$ cat config.mk
export PLATFORM = sky130hd
export DESIGN_NAME = mul_accum_ctrl
export DESIGN_NICKNAME = d
export VERILOG_FILES = /design/src/rtl/mul_accum_ctrl.sv
export SDC_FILE = /design/constraint.sdc
export NUM_CORES = 1
export LEC_CHECK = 0
export ABC_AREA = 1
export BUFFER_PORTS_ARGS = -buffer_cell sky130_fd_sc_hd__clkbuf_2
export CAP_MARGIN = 20
export CORE_MARGIN = 2
export CORE_UTILIZATION = 60
export DETAILED_ROUTE_END_ITERATION = 6
export PLACE_DENSITY = 0.91
export SYNTH_ARGS = -nofsm -noshare
export SYNTH_HDL_FRONTEND = slang
export SYNTH_SLANG_ARGS = --single-unit
$ cat constraint.sdc
create_clock -name clk -period 3 [get_ports clk]
set_clock_uncertainty 0.1 [all_clocks]
set_input_delay 0.3 -clock clk [delete_from_list [all_inputs] [get_ports clk]]
set_output_delay 0.3 -clock clk [all_outputs]
set_load 0.005 [all_outputs]
$ cat src/rtl/mul_accum_ctrl.sv
// Control/accumulate stage of the repeated-addition multiplier: latches A and B off a shared bus
// and strobes the product register. Define MUL_OVF_DET_EN to build the sticky carry-out flag.
module mul_accum_ctrl #(
    parameter int unsigned WIDTH = 16
) (
    input  logic             clk,
    input  logic             rst,
    input  logic             start,
    input  logic [WIDTH-1:0] data_in,
    input  logic [WIDTH-1:0] p_q,
    output logic [WIDTH-1:0] p_d,
    output logic             ld_p,
    output logic             clr_p,
    output logic             busy,
    output logic             done,
    output logic             ovf
);

    typedef enum logic [2:0] {StIdle, StLoadA, StLoadB, StAccum, StDone} state_e;

    state_e           state_q, state_d;
    logic [WIDTH-1:0] a_reg;
    logic [WIDTH-1:0] b_cnt;
    logic             b_zero;

    assign b_zero = (b_cnt == '0);

    always_ff @(posedge clk or posedge rst) begin
        if (rst) begin
            state_q <= StIdle;
            a_reg   <= '0;
            b_cnt   <= '0;
        end else begin
            state_q <= state_d;
            if (state_q == StLoadA) a_reg <= data_in;
            if (state_q == StLoadB) b_cnt <= data_in;
            else if (state_q == StAccum && !b_zero) b_cnt <= b_cnt - 1'b1;
        end
    end

    // Moore decode only: strobes follow the async-reset state, so they drop with rst.
    always_comb begin
        state_d = state_q;
        ld_p    = 1'b0;
        clr_p   = 1'b0;
        busy    = 1'b0;
        done    = 1'b0;
        unique case (state_q)
            StIdle: begin
                if (start) state_d = StLoadA;
            end
            StLoadA: begin
                busy    = 1'b1;
                state_d = StLoadB;
            end
            StLoadB: begin
                busy    = 1'b1;
                clr_p   = 1'b1;
                state_d = StAccum;
            end
            StAccum: begin
                busy = 1'b1;
                if (b_zero) state_d = StDone;
                else        ld_p    = 1'b1;
            end
            StDone: begin
                done    = 1'b1;
                state_d = StIdle;
            end
            default: state_d = StIdle;
        endcase
    end

`ifdef MUL_OVF_DET_EN
    logic [WIDTH:0] sum;
    logic           ovf_q;

    assign sum = {1'b0, p_q} + {1'b0, a_reg};
    assign p_d = sum[WIDTH-1:0];
    assign ovf = ovf_q;

    always_ff @(posedge clk or posedge rst) begin
        if (rst) begin
            ovf_q <= 1'b0;
        end else if (state_q == StLoadA) begin
            ovf_q <= 1'b0;
        end else if (ld_p && sum[WIDTH]) begin
            ovf_q <= 1'b1;
        end
    end
`else
    assign p_d = p_q + a_reg;
    assign ovf = 1'b0;
`endif

endmodule

==> run summary, run 1 <==
status: finished, final reports clean
Net Count, Synth: 464
final worst slack: 0.522 ns
routed wire length: 6700 microns
Chip Width: 72.6 microns
max-slew violation count: 0
DR iter-0 viols: 227
max-cap violations: 0
DP HPWL: 5160 microns
Critical Path Start: a_reg[0]$_DFFE_PP0P_
CTS Buffer Depth: 2
global-route usage over all layers: 26.9%
worst skew pair latency: 0.29 ns
Startpoint Class: flip-flop
Seq/Total Area, Yosys: 31.0%
commonest cells after routing, fill and taps aside: nand2_1, clkbuf_2, nand3_1
TritonCTS clock tree: built
R2R Setup Slk: 1.14 ns
core area: 4440 sq um
RSZ-0062 raised after global routing: false
global-route wire length before repair: 11,200 microns
Yosys cell types: 34
Die Ht: 72.6 microns
number of cells on the worst hold path: 3
largest net degree at the start of global routing: 36
commonest non-fill, non-tap cell in the layout: nand2_1
peak fanout along the critical path: 4
reg-to-reg endpoint: a_reg[10]$_DFFE_PP0P_
CP Class: reg2out
Cell Area, Synth: 2830 sq um
Starting Density: 63.6%
pwr dens: 1180 nW/um^2
CTS Buf Count: 5
arrival time of the worst setup path: 2.08 ns
Worst Hold Class: in2reg
Via density: 5.47
clk slew on worst S/H paths: 0.07 ns
Setup TNS Final: 0 ns
Worst R2R Path Depth: 3
routability congestion estimate: 0.911
post-cts sizing count: 0
Area Growth Syn to Fin: 14.1%
initial antenna violation count: 0
Fillers: 370
Tcrit/Tclk final: 82.6%
worst vdd ir: 0.644 mV
vias in the first global route: 2,595
#FFs+latches synth: 35
final setup fails: 0
static leakage: 1.79 nW
final hold slack: 0.151 ns
DRT Pass-1 Iters: 6
max_slew headroom: 44.0%
row count: 24
fmax: 404 MHz
Mapped Avg Cell Area: 6.86 sq um
Hold Crit Start: data_in[8]
cell count after synthesis: 412
DRC: 0
fin crit period: 2.48 ns
Slew @ Worst Pin: 0.838 ns
pre-CTS WS: 0.822 ns
# hold bufs at CTS: 1
Core Util, Final: 72.5%
routed len/inst: 12.9 microns
Final Hold Viols: 0
NumNets Final: 519
Synth warnings: 0
Hold Path End: b_cnt[8]$_DFFE_PP0P_
H-tree levels: 2
worst r2r src: state_q[2]$_DFFE_PP0P_
clk sinks: 35
die area: 5270 sq um
diode count: 0
CP endpoint kind: primary output
# IOs: 56
grt ovf: 0
WP data required: 2.60 ns
layout cells sized above 1: 19.9%
Port Buf Inserts: 54
Routed Antenna Nets: 0
Root Driver: clkbuf_8
postcts setup bufs: 0
total number of vias: 2,845
==> per-layer routing <==
layer	global-route usage, %	share of wire [%]	routed length, microns
met5	0	0	0
met4	8.85	1.7	112
met3	3.73	6.7	451
met2	45.7	48	3230
met1	35.6	43	2910
==> critical path, stage by stage, from the launching register on <==
cell and delay, ns:
dfrtp_1 0.39, ha_1 0.25, fa_1 0.43, nand3_1 0.11, nand3_1 0.14, a21oi_1 0.19, xnor2_1 0.14, clkbuf_2 0.14
==> Yosys cell counts (all sizes together) <==
cell type | n | area share (%)
a21boi | 1 | 0.27
a21oi | 16 | 2.8
a31oi | 1 | 0.22
and2 | 1 | 0.22
buf | 7 | 1.8
clkbuf | 1 | 0.13
clkinv | 1 | 0.13
conb | 1 | 0.13
dfrtp | 35 | 31
fa | 1 | 0.71
ha | 16 | 7.1
inv | 47 | 6.2
mux2 | 11 | 4.4
nand2 | 138 | 19
nand3 | 51 | 9.0
nand3b | 3 | 0.80
nand4 | 2 | 0.44
nor2 | 43 | 6.2
nor3 | 3 | 0.53
o21a | 1 | 0.27
o21ai | 17 | 3.7
o21bai | 3 | 0.80
or2 | 2 | 0.44
xnor2 | 2 | 0.62
xor2 | 8 | 2.5
==> cell type report <==
type,count,area (sq um),area share (%)
multi-input cells,321,1710,53.2
clock buffers,8,100,3.11
flip-flops and latches,35,876,27.2
repair buffers,56,288,8.93
inverters,48,180,5.59
well taps,52,65.1,2.02
==> cell families after synthesis <==
logic type / synth area share [%]
AO/OA/AOI/OAI: 8.06
adder cells (fa/ha/maj): 7.79
XOR/XNOR: 3.10
buffers and inverters: 8.33
flip-flops: 31.0
multiplexers: 4.38
AND/OR/NAND/NOR: 37.2
other: 0.133
==> worst max path at each step <==
stage	to	slack, ns
after floorplan	p_d[8]	1.10
after global placement	p_d[8]	0.89
after detailed placement	p_d[8]	0.82
after CTS	p_d[8]	0.52
after global routing	p_d[8]	0.38
final	p_d[8]	0.52
==> report_power, final <==
| part | switching, mW | total, mW | internal, mW |
|---|---|---|---|
| clock network | 0.171 | 0.380 | 0.210 |
| logic | 1.51 | 2.49 | 0.985 |
| registers | 0.212 | 0.930 | 0.718 |
| total | 1.89 | 3.80 | 1.91 |
==> through the flow <==
step           std cells  power [mW]  area (sq um)
6_report             520        3.80          3220
5_1_grt              520        4.18          3220
4_1_cts              520        3.79          3220
3_5_place_dp         511        3.39          3110
3_3_place_gp         511        3.29          3110
2_1_floorplan        412        2.78          2830
(Power assumes the default switching activity.)
==> inputs of run 2 (changes only) <==
--- a/config.mk
+++ b/config.mk
@@ -9,9 +9,9 @@
 export BUFFER_PORTS_ARGS = -buffer_cell sky130_fd_sc_hd__clkbuf_2
 export CAP_MARGIN = 20
 export CORE_MARGIN = 2
-export CORE_UTILIZATION = 60
+export CORE_UTILIZATION = 56
 export DETAILED_ROUTE_END_ITERATION = 6
-export PLACE_DENSITY = 0.91
+export PLACE_DENSITY = 0.86
 export SYNTH_ARGS = -nofsm -noshare
 export SYNTH_HDL_FRONTEND = slang
 export SYNTH_SLANG_ARGS = --single-unit
==> constraint.sdc (replaced) <==
create_clock -name clk -period 2.6 [get_ports clk]
set_clock_uncertainty 0.1 [all_clocks]
set_input_delay 0.26 -clock clk [delete_from_list [all_inputs] [get_ports clk]]
set_output_delay 0.26 -clock clk [all_outputs]
set_load 0.005 [all_outputs]
==> run summary, run 2 (synthesis gave the netlist of run 1 again) <==
Crit path largest cell delay: 0.44 ns (about the same)
max-cap violations: 0 (unchanged)
Root Driver: clkbuf_8
Die Ht: 75.0 microns (+3.3%)
RSZ-0062 raised after global routing: false
CTS Buf Count: 5 (unchanged)
global-route wire length before repair: 11,100 microns (-1.2%)
Area Growth Syn to Fin: 15.6%
worst vdd ir: 0.732 mV (+14%)
NumNets Final: 520 (+0.19%)
layout cells sized above 1: 20.3% (+0.38 points)
number of cells on the worst hold path: 3 (unchanged)
Startpoint Class: flip-flop
pre-CTS WS: 0.496 ns (-0.327 ns)
Setup TNS Final: 0 ns (unchanged)
static leakage: 1.80 nW (+0.79%)
CP Class: reg2out
clk sinks: 35 (unchanged)
CP endpoint kind: primary output
grt ovf: 0 (unchanged)
commonest cells after routing, fill and taps aside: nand2_1, clkbuf_2, nand3_1
clk slew on worst S/H paths: 0.07 ns (about the same)
commonest non-fill, non-tap cell in the layout: nand2_1
fmax: 406 MHz
DRC: 0 (unchanged)
worst-path cell chain: ha_1 -> fa_1 -> nand3_1 -> nand3_1 -> a21oi_1 -> xnor2_1 -> clkbuf_2
R2R Setup Slk: 0.82 ns (-0.32 ns)
largest net degree at the start of global routing: 36 (unchanged)
Critical Path Start: a_reg[0]$_DFFE_PP0P_
DP HPWL: 5130 microns (-0.67%)
reg-to-reg endpoint: b_cnt[4]$_DFFE_PP0P_
Chip Width: 75.0 microns (+3.3%)
TritonCTS clock tree: built
Worst R2R Path Depth: 9 (+6)
Via density: 5.28 (-3.6%)
routed len/inst: 12.1 microns (-6.0%)
CTS Buffer Depth: 2 (unchanged)
Routed Antenna Nets: 0 (unchanged)
final worst slack: 0.137 ns (-0.385 ns)
global-route usage over all layers: 25.2% (-1.7 points)
worst skew pair latency: 0.29 ns (about the same)
die area: 5630 sq um (+6.7%)
pwr dens: 1360 nW/um^2 (+15%)
H-tree levels: 2 (unchanged)
fin crit period: 2.46 ns
Tcrit/Tclk final: 94.7%
row count: 25 (+4.2%)
max-slew violation count: 0 (unchanged)
routability congestion estimate: 0.897 (-1.5%)
DR iter-0 viols: 174 (-23%)
Crit-path slowest cell: fa_1
most used cell along the critical path: nand3_1
total number of vias: 2,828 (-0.60%)
peak fanout along the critical path: 4 (unchanged)
Port Buf Inserts: 54 (unchanged)
DRT Pass-1 Iters: 5 (-1)
final setup fails: 0 (unchanged)
core area: 4790 sq um (+7.7%)
postcts setup bufs: 0 (unchanged)
vias in the first global route: 2,656 (+2.4%)
# IOs: 56 (unchanged)
initial antenna violation count: 0 (unchanged)
Final Hold Viols: 0 (unchanged)
status: finished, final reports clean
worst r2r src: b_cnt[0]$_DFFE_PP0P_
arrival time of the worst setup path: 2.10 ns (+0.02 ns)
Worst Hold Class: in2reg
WP data required: 2.24 ns (-0.36 ns)
post-cts sizing count: 0 (unchanged)
routed wire length: 6490 microns (-3.1%)
Worst Setup EP: p_d[8]
diode count: 0 (unchanged)
final hold slack: 0.110 ns (-0.0409 ns)
Starting Density: 59.0% (-4.5 points)
==> run 2: timing repair <==
action                     4_1_cts  5_1_grt
hold buffers                     1        0
setup endpoints to repair        0        0
hold endpoints to repair        35        0
==> run 2: layout make-up <==
class	instances	area, sq um
clock inverter	2	35.0
tap	67	83.8
fill	434	1520
sequential	35	876
multi-input combinational	321	1710
timing repair buffer	57	295
inverter	48	180
clock buffer	6	82.6
==> run 2: power by group <==
part | total [mW] | switching (mW) | internal, mW
clock | 0.509 | 0.199 | 0.310
sequential | 1.07 | 0.240 | 0.828
combinational | 2.86 | 1.71 | 1.14
==> run 2: metrics by stage <==
stage	instance area [sq um]	utilization, %	total power, mW	std cells
global route	3270	68.3	4.89	536
CTS	3270	68.3	4.43	536
finish	3270	68.3	4.43	536
global placement	3140	65.6	3.82	527
detailed placement	3140	65.6	3.90	527
floorplan	2830	-	3.21	412
==> run 2: worst min path at each step <==
stage,startpoint,endpoint
global placement,rst,a_reg[2]$_DFFE_PP0P_
CTS,data_in[8],b_cnt[8]$_DFFE_PP0P_
finish,data_in[8],b_cnt[8]$_DFFE_PP0P_
global route,data_in[8],b_cnt[8]$_DFFE_PP0P_
floorplan,data_in[10],b_cnt[10]$_DFFE_PP0P_
detailed placement,rst,a_reg[1]$_DFFE_PP0P_
==> run 2: routing by layer <==
metal  routed length (microns)  share of wire, %  global-route usage [%]  up-vias
met5                         0                 0                       0        -
met4                       106               1.6                    8.13        0
met3                       398               6.1                    4.82       14
met2                      3020                46                    42.5       96
met1                      2970                46                    32.8     1287
li1                          -                 -                       -     1431
==> run 2: worst max-delay path, delay by kind of cell (launching register included) <==
kind                       cells  cell delay [ns]
and+or+nand+nor                2             0.26
buffers and inverters          1             0.12
AOI/OAI and AO/OA              1             0.21
xor gates and xnor gates       1             0.13
DFF                            1             0.40
adders and majority gates      2             0.69
